`config.mk`:
```
export PLATFORM = sky130hd
export DESIGN_NAME = regfile_wb_arbiter
export DESIGN_NICKNAME = d
export VERILOG_FILES = /design/src/rtl/regfile_wb_arbiter.sv
export SDC_FILE = /design/constraint.sdc
export NUM_CORES = 1
export LEC_CHECK = 0
export ABC_AREA = 1
export BUFFER_PORTS_ARGS = -buffer_cell sky130_fd_sc_hd__buf_2
export CAP_MARGIN = 10
export CORE_MARGIN = 8
export CORE_UTILIZATION = 53
export DETAILED_ROUTE_END_ITERATION = 10
export HOLD_SLACK_MARGIN = 0.06
export PLACE_DENSITY = 0.86
export SYNTH_ARGS = -nofsm -noshare
export SYNTH_HDL_FRONTEND = slang
export SYNTH_SLANG_ARGS = --single-unit
```
`constraint.sdc`:
```
create_clock -name CLK -period 2.22 [get_ports CLK]
set_clock_uncertainty 0.05 [all_clocks]
set_input_delay 0.333 -clock CLK [delete_from_list [all_inputs] [get_ports CLK]]
set_output_delay 0.333 -clock CLK [all_outputs]
set_load 0.01 [all_outputs]
```
`src/rtl/regfile_wb_arbiter.sv`:
```
// Write-back arbiter sharing one register-file write port between an ALU and a MEM requester.
// Each source has a one-entry slot; fixed MEM priority with ALU anti-starvation and same-register age order.
module regfile_wb_arbiter #(
  parameter int DATA_W       = 32,
  parameter int ADDR_W       = 5,
  parameter int STARVE_LIMIT = 3
) (
  input  logic              CLK,
  input  logic              RST,
  input  logic              alu_valid,
  input  logic [ADDR_W-1:0] alu_reg,
  input  logic [DATA_W-1:0] alu_data,
  output logic              alu_ready,
  input  logic              mem_valid,
  input  logic [ADDR_W-1:0] mem_reg,
  input  logic [DATA_W-1:0] mem_data,
  output logic              mem_ready,
  output logic              RegWre,
  output logic [ADDR_W-1:0] WriteReg,
  output logic [DATA_W-1:0] WriteData,
  output logic              grant_src,
  output logic [31:0]       pending,
  output logic              idle
);

  localparam logic [3:0] LIMIT_C = 4'(STARVE_LIMIT);

  logic              alu_full_q, alu_full_d;
  logic [ADDR_W-1:0] alu_reg_q, alu_reg_d;
  logic [DATA_W-1:0] alu_data_q, alu_data_d;
  logic              mem_full_q, mem_full_d;
  logic [ADDR_W-1:0] mem_reg_q, mem_reg_d;
  logic [DATA_W-1:0] mem_data_q, mem_data_d;
  logic              alu_older_q, alu_older_d;
  logic [3:0]        starve_q, starve_d;
  logic              we_q, we_d;
  logic [ADDR_W-1:0] wreg_q, wreg_d;
  logic [DATA_W-1:0] wdata_q, wdata_d;
  logic              src_q, src_d;

  logic alu_gnt_s, mem_gnt_s, alu_acc_s, mem_acc_s;

  function automatic logic [31:0] onehot(input logic [ADDR_W-1:0] r);
    onehot = 32'd1 << r;
  endfunction

  // Arbitration among full slots
  always_comb begin
    alu_gnt_s = 1'b0;
    mem_gnt_s = 1'b0;
    if (alu_full_q && mem_full_q) begin
      if (alu_reg_q == mem_reg_q) begin
        if (alu_older_q) alu_gnt_s = 1'b1;
        else             mem_gnt_s = 1'b1;
      end else if (starve_q == LIMIT_C) begin
        alu_gnt_s = 1'b1;
      end else begin
        mem_gnt_s = 1'b1;
      end
    end else if (alu_full_q) begin
      alu_gnt_s = 1'b1;
    end else if (mem_full_q) begin
      mem_gnt_s = 1'b1;
    end else begin
      alu_gnt_s = 1'b0;
    end
  end

  assign alu_ready = !RST && (!alu_full_q || alu_gnt_s);
  assign mem_ready = !RST && (!mem_full_q || mem_gnt_s);
  // Writes to register 0 are swallowed by the handshake without touching a slot
  assign alu_acc_s = alu_valid && alu_ready && (alu_reg != {ADDR_W{1'b0}});
  assign mem_acc_s = mem_valid && mem_ready && (mem_reg != {ADDR_W{1'b0}});

  // Slot, age, starvation and output-stage next state
  always_comb begin
    alu_full_d  = alu_full_q && !alu_gnt_s;
    alu_reg_d   = alu_reg_q;
    alu_data_d  = alu_data_q;
    mem_full_d  = mem_full_q && !mem_gnt_s;
    mem_reg_d   = mem_reg_q;
    mem_data_d  = mem_data_q;
    alu_older_d = alu_older_q;
    starve_d    = 4'd0;
    we_d        = 1'b0;
    wreg_d      = wreg_q;
    wdata_d     = wdata_q;
    src_d       = src_q;
    if (alu_acc_s) begin
      alu_full_d = 1'b1;
      alu_reg_d  = alu_reg;
      alu_data_d = alu_data;
    end else begin
      alu_reg_d  = alu_reg_q;
    end
    if (mem_acc_s) begin
      mem_full_d = 1'b1;
      mem_reg_d  = mem_reg;
      mem_data_d = mem_data;
    end else begin
      mem_reg_d  = mem_reg_q;
    end
    // A freshly loaded ALU entry is never older; same-edge loads leave MEM older
    if (alu_acc_s) begin
      alu_older_d = 1'b0;
    end else if (mem_acc_s && alu_full_d) begin
      alu_older_d = 1'b1;
    end else begin
      alu_older_d = alu_older_q;
    end
    if (alu_full_q && !alu_gnt_s) begin
      starve_d = (starve_q >= LIMIT_C) ? LIMIT_C : starve_q + 4'd1;
    end else begin
      starve_d = 4'd0;
    end
    if (alu_gnt_s) begin
      we_d    = 1'b1;
      wreg_d  = alu_reg_q;
      wdata_d = alu_data_q;
      src_d   = 1'b0;
    end else if (mem_gnt_s) begin
      we_d    = 1'b1;
      wreg_d  = mem_reg_q;
      wdata_d = mem_data_q;
      src_d   = 1'b1;
    end else begin
      we_d    = 1'b0;
    end
  end

  // State registers with synchronous reset
  always_ff @(posedge CLK) begin
    if (RST) begin
      alu_full_q  <= 1'b0;
      alu_reg_q   <= {ADDR_W{1'b0}};
      alu_data_q  <= {DATA_W{1'b0}};
      mem_full_q  <= 1'b0;
      mem_reg_q   <= {ADDR_W{1'b0}};
      mem_data_q  <= {DATA_W{1'b0}};
      alu_older_q <= 1'b0;
      starve_q    <= 4'd0;
      we_q        <= 1'b0;
      wreg_q      <= {ADDR_W{1'b0}};
      wdata_q     <= {DATA_W{1'b0}};
      src_q       <= 1'b0;
    end else begin
      alu_full_q  <= alu_full_d;
      alu_reg_q   <= alu_reg_d;
      alu_data_q  <= alu_data_d;
      mem_full_q  <= mem_full_d;
      mem_reg_q   <= mem_reg_d;
      mem_data_q  <= mem_data_d;
      alu_older_q <= alu_older_d;
      starve_q    <= starve_d;
      we_q        <= we_d;
      wreg_q      <= wreg_d;
      wdata_q     <= wdata_d;
      src_q       <= src_d;
    end
  end

  assign RegWre    = we_q;
  assign WriteReg  = wreg_q;
  assign WriteData = wdata_q;
  assign grant_src = src_q;
  assign pending   = (alu_full_q ? onehot(alu_reg_q) : 32'd0) |
                     (mem_full_q ? onehot(mem_reg_q) : 32'd0) |
                     (we_q       ? onehot(wreg_q)    : 32'd0);
  assign idle      = !alu_full_q && !mem_full_q && !we_q;

endmodule
```
==> results.sh <==
export IMPL_synthesis_instances=896
export IMPL_r2r_slack_ps=180
export IMPL_drc_errors=0
export IMPL_yosys_mux_area_fraction_pct=0
export IMPL_htree_levels=4
export IMPL_hp_class="in2reg"
export IMPL_fp_dieArea_mm2=0.01460
export IMPL_start_util_pct=53.99
export IMPL_grt_pass1_vias=6692
export IMPL_cp_end_kind="output port"
export IMPL_rr_startpoint="mem_reg_q[2]"
export IMPL_p_leak_nw=3.970
export IMPL_grt_util_all_layers_pct=27.68
export IMPL_synth_distinct_cells=32
export IMPL_rsz0062_at_grt="yes"
export IMPL_hold_viol_final=0
export IMPL_drive_gt1_share_pct=24.91
export IMPL_cts_tree="yes"
export IMPL_synthSimpleGateAreaFrac_pct=38.31
export IMPL_max_cap_viol_count=0
export IMPL_tightest_slew_ps=502.1
export IMPL_synth_top_family_by_area="simple AND/OR/NAND/NOR gates"
export IMPL_cts_inserted_buffers=17
export IMPL_dr_wl_met2_um=10390
export IMPL_grt_pass1_wl_um=32690
export IMPL_synth_compound_area_share_pct=10.14
export IMPL_syn_to_final_growth_pct=43.29
export IMPL_synthAdderAreaFrac_pct=0.2147
export IMPL_fin_crit_ps=2206
export IMPL_vias=6964
export IMPL_crit_path_end="pending[24]"
export IMPL_drt_wl_total_um=21250
export IMPL_crit_arrival_ps=1820
export IMPL_synth_area_per_cell_um2=6.503
export IMPL_setup_viol=0
export IMPL_total_power_mw=6.010
export IMPL_wl_met1_um=7835
export IMPL_path_class="reg2out"
export IMPL_dr_pass1_iters=5
export IMPL_antenna_found_initial=1
export IMPL_startpoint="mem_reg_q[0]"
export IMPL_cts_sinks=120
export IMPL_stdcell_count=1281
export IMPL_die_w_um=120.9
export IMPL_synth_xor_area_share_pct=0.1503
export IMPL_drt_iter0_markers=944
export IMPL_slew_viol_final=0
export IMPL_seq_area_frac_synth_pct=41.23
export IMPL_wl_per_cell_um=16.59
export IMPL_crit_path_max_fanout=5
export IMPL_die_h_um=120.9
export IMPL_reg2reg_to="alu_data_q[7]"
export IMPL_clk_pin_slew_ps=60
export IMPL_clockBufferDepth=2
export IMPL_via_per_inst=5.436
export IMPL_io_pins=152
export IMPL_antenna_left=0
export IMPL_hpwl_um=12420
export IMPL_tns_ps=0
export IMPL_num_nets_final=1206
export IMPL_fp_coreArea_mm2=0.01079
export IMPL_ff2ff_path_depth=13
export IMPL_cp_start_kind="register"
export IMPL_slew_headroom_pct=66.22
export IMPL_p_per_area_mw_per_mm2=719.9
export IMPL_dp_cells=1170
export IMPL_clkLatencyLatePin_ps=520
export IMPL_dr_max_layer_used="met4"
export IMPL_grt_max_degree=33
export IMPL_outcome="complete, no violations"
export IMPL_yosys_warnings=0
export IMPL_clock_root_buffer="clkbuf_8"
export IMPL_fmax_mhz=453.3
export IMPL_gp_congestion=0.9065
export IMPL_rows=38
export IMPL_met3_length_um=2135
export IMPL_synth_area_mm2=0.005827
export IMPL_peakVddDrop_uv=562.2
export IMPL_ys_ff_latch=120
export IMPL_worstPathRequired_ps=1840
export IMPL_grt_ovfl_total=0
export IMPL_finalCritPeriodShare_pct=99.36
export IMPL_io_buffers=151
==> placed cells by master (no fill, tap or decap), types with 5 or more instances in the layout <==
master	n
nor4_2	7
nor4_1	8
buf_2	150
dfxtp_1	111
nor2_1	144
inv_1	52
clkbuf_16	16
inv_2	9
nand3_1	47
buf_4	32
o21ai_1	30
buf_6	7
buf_12	6
dlygate4sd3_1	70
nand2_2	7
dfxtp_2	7
clkinvlp_4	8
nor2_2	5
a21oi_1	40
nand2_1	299
o21ai_0	45
==> stage by stage <==
stage                     instance area, um^2  util (%)  hold WS (ps)  setup WS, ps
after floorplan                          5831         -         362.3         544.0
after global placement                   6783     62.84         381.1         241.6
after detailed placement                 6783     62.84         381.8         215.2
after CTS                                8155     75.56         62.48        0.9919
after global routing                     8349     77.36         72.71        -84.98
final                                    8349     77.36         79.97         14.12
==> sequential cells by signal, indices dropped and copies added, names as in the netlist <==
register	cells
WriteData	32
alu_data_q	32
mem_data_q	32
WriteReg	5
alu_reg_q	5
mem_reg_q	5
starve_q	4
RegWre	1
alu_full_q	1
alu_older_q	1
grant_src	1
mem_full_q	1
==> report_power, final <==
part	leakage (nW)	internal (mW)	switching, mW	total, mW
registers	0.986	2.26	0.0703	2.34
clock network	0.292	1.78	1.07	2.85
logic	2.69	0.347	0.475	0.822
==> routing by layer <==
metal / track usage [%] / vias to the layer above
met4: 12.26 / 0
met2: 47.84 / 449
met1: 31.24 / 3136
li1: - / 3279
met5: 0 / -
met3: 7.585 / 100
==> repair_timing <==
item | 4_1_cts | 5_1_grt
endpoints found under the hold margin | 70 | 0
hold buffers | 70 | 0
gates resized for setup | 12 | 36
gates cloned | 0 | 1
buffers inserted | 2 | 5
endpoints found under the setup margin | 6 | 31
pin swaps | 4 | 10
==> Yosys cell counts <==
| library cell | n | area share [%] |
|---|---|---|
| nand2_1 | 301 | 19 |
| nor2_1 | 148 | 9.5 |
| dfxtp_1 | 120 | 41 |
| inv_1 | 60 | 3.9 |
| nand3_1 | 49 | 4.2 |
| o21ai_0 | 45 | 3.9 |
| a21oi_1 | 40 | 3.4 |
| o21ai_1 | 30 | 2.6 |
| clkbuf_1 | 22 | 1.4 |
| nor4_1 | 19 | 2.0 |
| buf_2 | 14 | 1.2 |
| buf_6 | 12 | 2.3 |
| inv_2 | 6 | 0.39 |
| buf_4 | 5 | 0.64 |
| nand2_2 | 5 | 0.54 |
| nand3_4 | 2 | 0.60 |
| nand4_1 | 2 | 0.21 |
| nor3_1 | 2 | 0.17 |
| and2_1 | 1 | 0.11 |
| buf_1 | 1 | 0.064 |
| conb_1 | 1 | 0.064 |
| ha_1 | 1 | 0.21 |
| nand3_2 | 1 | 0.17 |
| nand4_2 | 1 | 0.21 |
| nand4_4 | 1 | 0.37 |
| nor2_2 | 1 | 0.11 |
| nor2_4 | 1 | 0.19 |
| nor2_8 | 1 | 0.34 |
| o211ai_1 | 1 | 0.13 |
| o31ai_1 | 1 | 0.13 |
| or2_2 | 1 | 0.11 |
| xnor2_1 | 1 | 0.15 |
==> worst min-delay path by stage <==
stage / startpoint / endpoint / cells after the start
2_1_floorplan: starve_q[0] / starve_q[0] / 1
3_3_place_gp: starve_q[0] / starve_q[0] / 1
3_5_place_dp: starve_q[0] / starve_q[0] / 1
4_1_cts: alu_data[7] / alu_data_q[7] / 3
5_1_grt: mem_reg[4] / mem_reg_q[4] / 3
6_report: alu_data[7] / alu_data_q[7] / 3
==> cell type report <==
type / count / area [um^2]
clock inverter: 13 / 166.4
inverter: 66 / 266.5
multi-input combinational: 657 / 2988
tap: 140 / 175.2
fill: 725 / 2444
timing repair buffer: 265 / 1891
clock buffer: 19 / 441.7
sequential: 120 / 2419
antenna: 1 / 2.502
==> kinds of logic (layout without fill, tap and decap cells) <==
family	after synthesis	count (layout)
AND/OR/NAND/NOR	536	536
flip-flops	120	120
buffers and inverters	120	363
AO/OA/AOI/OAI	117	117
adder cells (fa/ha/maj)	1	1
other	1	3
XOR/XNOR	1	1
==> worst max-delay path, cell delays in order (launching register included) <==
cell     delay [ps]
dfxtp_4         360
buf_2           160
nor4_1          420
nand2_1          90
nand3_1         130
buf_2           150
(Power assumes the default switching activity.)
